**src/rtl/alu_arbiter.sv**
```systemverilog
// Round-robin arbiter sharing one combinational ALU between two requesters,
// with a registered per-port response slot and per-port issue counters.
module alu_arbiter #(
    parameter int WIDTH = 32,
    parameter int CTRLW = 2,
    parameter int CNTW  = 16
) (
    input  logic             clk,
    input  logic             rst_n,
    input  logic             req0_valid,
    output logic             req0_ready,
    input  logic [WIDTH-1:0] req0_a,
    input  logic [WIDTH-1:0] req0_b,
    input  logic [CTRLW-1:0] req0_op,
    input  logic             req1_valid,
    output logic             req1_ready,
    input  logic [WIDTH-1:0] req1_a,
    input  logic [WIDTH-1:0] req1_b,
    input  logic [CTRLW-1:0] req1_op,
    output logic             rsp0_valid,
    input  logic             rsp0_ready,
    output logic [WIDTH-1:0] rsp0_data,
    output logic             rsp1_valid,
    input  logic             rsp1_ready,
    output logic [WIDTH-1:0] rsp1_data,
    output logic [WIDTH-1:0] alu_a,
    output logic [WIDTH-1:0] alu_b,
    output logic [CTRLW-1:0] alu_ctrl,
    input  logic [WIDTH-1:0] alu_result,
    output logic [CNTW-1:0]  issue_cnt0,
    output logic [CNTW-1:0]  issue_cnt1
);

    logic rr_ptr;
    logic elig0;
    logic elig1;
    logic grant0;
    logic grant1;

    // A port may issue when its response slot is empty or draining this cycle.
    always_comb begin
        elig0  = req0_valid && (!rsp0_valid || rsp0_ready);
        elig1  = req1_valid && (!rsp1_valid || rsp1_ready);
        grant0 = 1'b0;
        grant1 = 1'b0;
        if (rst_n) begin
            if (elig0 && elig1) begin
                grant0 = !rr_ptr;
                grant1 = rr_ptr;
            end else begin
                grant0 = elig0;
                grant1 = elig1;
            end
        end
    end

    assign req0_ready = grant0;
    assign req1_ready = grant1;

    always_comb begin
        alu_a    = '0;
        alu_b    = '0;
        alu_ctrl = '0;
        if (grant0) begin
            alu_a    = req0_a;
            alu_b    = req0_b;
            alu_ctrl = req0_op;
        end else if (grant1) begin
            alu_a    = req1_a;
            alu_b    = req1_b;
            alu_ctrl = req1_op;
        end
    end

    // Result capture: a same-cycle drain and grant simply overwrites the slot.
    always_ff @(posedge clk or negedge rst_n) begin
        if (!rst_n) begin
            rr_ptr     <= 1'b0;
            rsp0_valid <= 1'b0;
            rsp1_valid <= 1'b0;
            rsp0_data  <= '0;
            rsp1_data  <= '0;
            issue_cnt0 <= '0;
            issue_cnt1 <= '0;
        end else begin
            if (grant0) begin
                rr_ptr <= 1'b1;
            end else if (grant1) begin
                rr_ptr <= 1'b0;
            end

            if (grant0) begin
                rsp0_data  <= alu_result;
                rsp0_valid <= 1'b1;
                issue_cnt0 <= issue_cnt0 + 1'b1;
            end else if (rsp0_valid && rsp0_ready) begin
                rsp0_valid <= 1'b0;
            end

            if (grant1) begin
                rsp1_data  <= alu_result;
                rsp1_valid <= 1'b1;
                issue_cnt1 <= issue_cnt1 + 1'b1;
            end else if (rsp1_valid && rsp1_ready) begin
                rsp1_valid <= 1'b0;
            end
        end
    end

endmodule

```
**config.mk**
```make
export PLATFORM = sky130hd
export DESIGN_NAME = alu_arbiter
export DESIGN_NICKNAME = d
export VERILOG_FILES = /design/src/rtl/alu_arbiter.sv
export SDC_FILE = /design/constraint.sdc
export NUM_CORES = 1
export LEC_CHECK = 0
export BUFFER_PORTS_ARGS = -buffer_cell sky130_fd_sc_hd__buf_2
export CORE_AREA = 3 3 129 131
export CTS_CLUSTER_SIZE = 10
export DETAILED_ROUTE_END_ITERATION = 7
export DIE_AREA = 0 0 132 134
export GPL_TIMING_DRIVEN = 0
export MAX_ROUTING_LAYER = met4
export PLACE_DENSITY = 0.6
export SKIP_LAST_GASP = 1
export SLEW_MARGIN = 20
export SYNTH_ARGS = -nofsm -noshare
export SYNTH_HDL_FRONTEND = slang
export SYNTH_SLANG_ARGS = --single-unit
```
**constraint.sdc**
```tcl
create_clock -name clk -period 1.6 [get_ports clk]
set_input_delay 0.16 -clock clk [delete_from_list [all_inputs] [get_ports clk]]
set_output_delay 0.16 -clock clk [all_outputs]
set_load 0.01 [all_outputs]
```
==> impl_results.md <==
* FF+latch count, synth at 99
* Drc violations at 0
* Slew margin rel. at 0.781
* Total power at 8.25 mW
* Syn Nets at 670
* Distinct cells, synth at 32
* Layout net count at 1049
* Fraction of registers with async set/reset at 1.00
* Register area share after synthesis at 0.529
* First-pass DRT Iterations at 5
* Final Util at 0.491
* Period Utilization, post-route at 1.26
* Ys flop type: dfrtp_1
* Largest net degree at the start of global routing at 65
* Startpoint types: flop
* Post-DRT Antenna Nets at 0
* Die height at 134 um
* # clock sinks at 99
* Setup TNS Final at -29.07 ns
* Skew final at 0.00636 ns
* Crit-path leading delay family: compound AO/OA/AOI/OAI gates
* Via density at 4.61
* Filler cell count at 1546
* FP Rows at 46
* GRT Total Usage at 0.205
* Port Buffers at 335
* Critical-path top delay cell: dfrtp_1
* Max-Cap Viols at 0
* Die area at 17700 um2
* CTS H-tree depth at 3
* # setup viols final at 132
* Clock slew at reported path FFs at 0.07 ns
* Crit-path max cell delay at 0.39 ns
* Detailed Route Iter0 Violations at 316
* Core area at 15700 um2
* Actual slew at the worst max-slew pin at 0.328 ns
* Total CTS buffers at 9
* Critical path cell sequence: nor2b_4, o211ai_4, inv_4, clkbuf_4, a22o_1, buf_2
* Total power per unit cell area at 1070 nW/um2
* Placed cells at 1050
* Crit path buf inv count at 3
* Effective utilization at floorplan at 0.298
* Syn Area/Cell at 9.40 um2
* Post-synth EDFFs at 0
* Avg WL per Cell at 17.2 um
* Critical-path maximum fanout at 10
* Synthesized area at 4680 um2
* Peak VDD IR at 0.000503 V
* Commonest non-fill, non-tap cells in the layout: buf_2, nand2_1, dfrtp_1
* Min-Delay Path Class: in -> reg
* Clk_lat worst skew at 0.35 ns
* Fmax at 495 MHz
* Mapped Cells at 498
* TritonCTS clock tree: yes
* Most common cell after layout, fill and taps aside: buf_2
* Finished Layout Cells at 1105
* Antenna violations before repair at 7
* Critical path class: reg -> out
* Final Hold Viols at 0
* Final setup margin at -0.419 ns
* Crit. End Element: primary output
* Crit path time final at 2.02 ns
* CTS Root Cell: clkbuf_16
* Syn. warnings at 0
* Vias in the first global route at 4814
* WP data arrival at 1.86 ns
* Remaining Overflow, GRT at 0
* Critical Path RT at 1.44 ns
* Boundary Pins at 336
* Slew Limit Fails at 0
* Failing checks: setup timing
* Routability cong. at 0.839
* Ratio of cells with drive above 1 in the final layout at 0.512
* Detailed Place HPWL at 14.4 mm
* Area Overhead vs Synth at 65.0%
* DR vias at 5099
* Routed wire length at 19.0 mm
* Unrepaired setup endpoints after global routing: true
* Chip width at 132 um
* First-pass GRT wire length at 27.5 mm
* Clk buf depth at 2
* Status: finished, violations left
* Total leakage power at 4.43 nW
## per-stage QoR
step           instance area, um2  setup WS (ns)  hold slack, ns
6_report                     7720         -0.419          0.0169
5_1_grt                      7720         -0.478         0.00651
4_1_cts                      7320         -0.423        0.000877
3_5_place_dp                 6660         -0.439          0.0872
3_3_place_gp                 6630          -1.98           0.368
2_1_floorplan                4680        0.00417          -0.136
## cells in the mapped netlist, drive strengths merged (2+ instances only)
master / n / area, um2
nand2b: 2 / 20.0
xnor2: 17 / 149
ha: 2 / 25.0
nand4: 10 / 62.6
nor2b: 2 / 20.0
nor3: 5 / 30.0
a22o: 66 / 578
xor2: 13 / 114
or2: 3 / 18.8
buf: 20 / 124
nor2: 4 / 15.0
nor4: 8 / 62.6
clkbuf: 10 / 37.5
and4: 2 / 17.5
nand2: 212 / 796
nand3: 13 / 65.1
dfrtp: 99 / 2480
inv: 4 / 15.0
## final timing paths
path / from / endpoint / slack, ns / depth (start not counted)
setup / recovery: rsp1_valid / alu_a[22] / -0.42 / 6
hold / removal: alu_result[16] / rsp1_data[16] / 0.02 / 3
setup reg to reg: rsp0_valid / issue_cnt1[4] / -0.17 / 9
hold reg to reg: rsp0_data[5] / rsp0_data[5] / 0.47 / 2
max in group asynchronous: rst_n / issue_cnt1[6] / 0.77 / 3
min in group asynchronous: rst_n / rsp1_data[21] / 0.49 / 3
## layout make-up
class                           instances  area [um2]  area share
Sequential cell                        99        2480       0.321
Inverter                                5        33.8     0.00437
Timing Repair Buffer                  370        2170       0.281
Buffer                                 28         308      0.0399
Tap cell                              216         270      0.0350
Antenna cell                            7        17.5     0.00227
Clock buffer                           12         256      0.0332
Clock inverter                          4        33.8     0.00437
Multi-Input combinational cell        364        2160       0.279
## sequential cells by signal, summed over array words and instances (netlist names)
register,count
rsp0_data,32
rsp1_data,32
issue_cnt0,16
issue_cnt1,16
rr_ptr,1
rsp0_valid,1
rsp1_valid,1
## cells by family (layout without fill, tap and decap cells)
logic type	after synthesis	in the layout	synth area share
flip-flops	99	99	0.529
adder cells (fa/ha/maj)	2	2	0.00535
AND/OR/NAND/NOR	263	263	0.239
buffers and inverters	35	419	0.0388
XOR/XNOR	30	30	0.0561
AO/OA/AOI/OAI	69	69	0.131
other	0	7	0
## tightest hold or removal path, cell delays in order
cell and delay, ns:
buf_2 0.09, nand2_2 0.04, nand2_1 0.04
## repair_timing
action	4_1_cts	5_1_grt
endpoints found under the hold margin	37	0
pin swaps	6	27
gates cloned	1	4
resized for setup	59	62
endpoints found under the setup margin	141	144
buffers inserted	11	15
hold buffers	4	0
## where the power goes
part	internal, mW	switching, mW	total [mW]	leakage (nW)
logic	1.27	1.45	2.72	3.05
registers	3.03	0.396	3.43	1.25
clock network	1.15	0.955	2.11	0.139
## layer usage
| metal | routed length (um) | GRT usage | share of wire | vias to the layer above |
|---|---|---|---|---|
| met5 | 0 | - | 0 | - |
| met4 | 258 | 0.0496 | 0.014 | 0 |
| met2 | 8850 | 0.305 | 0.47 | 201 |
| li1 | - | - | - | 2451 |
| met3 | 1600 | 0.0716 | 0.084 | 16 |
| met1 | 8320 | 0.271 | 0.44 | 2431 |
Note: power is estimated with default switching activity, not from simulation.
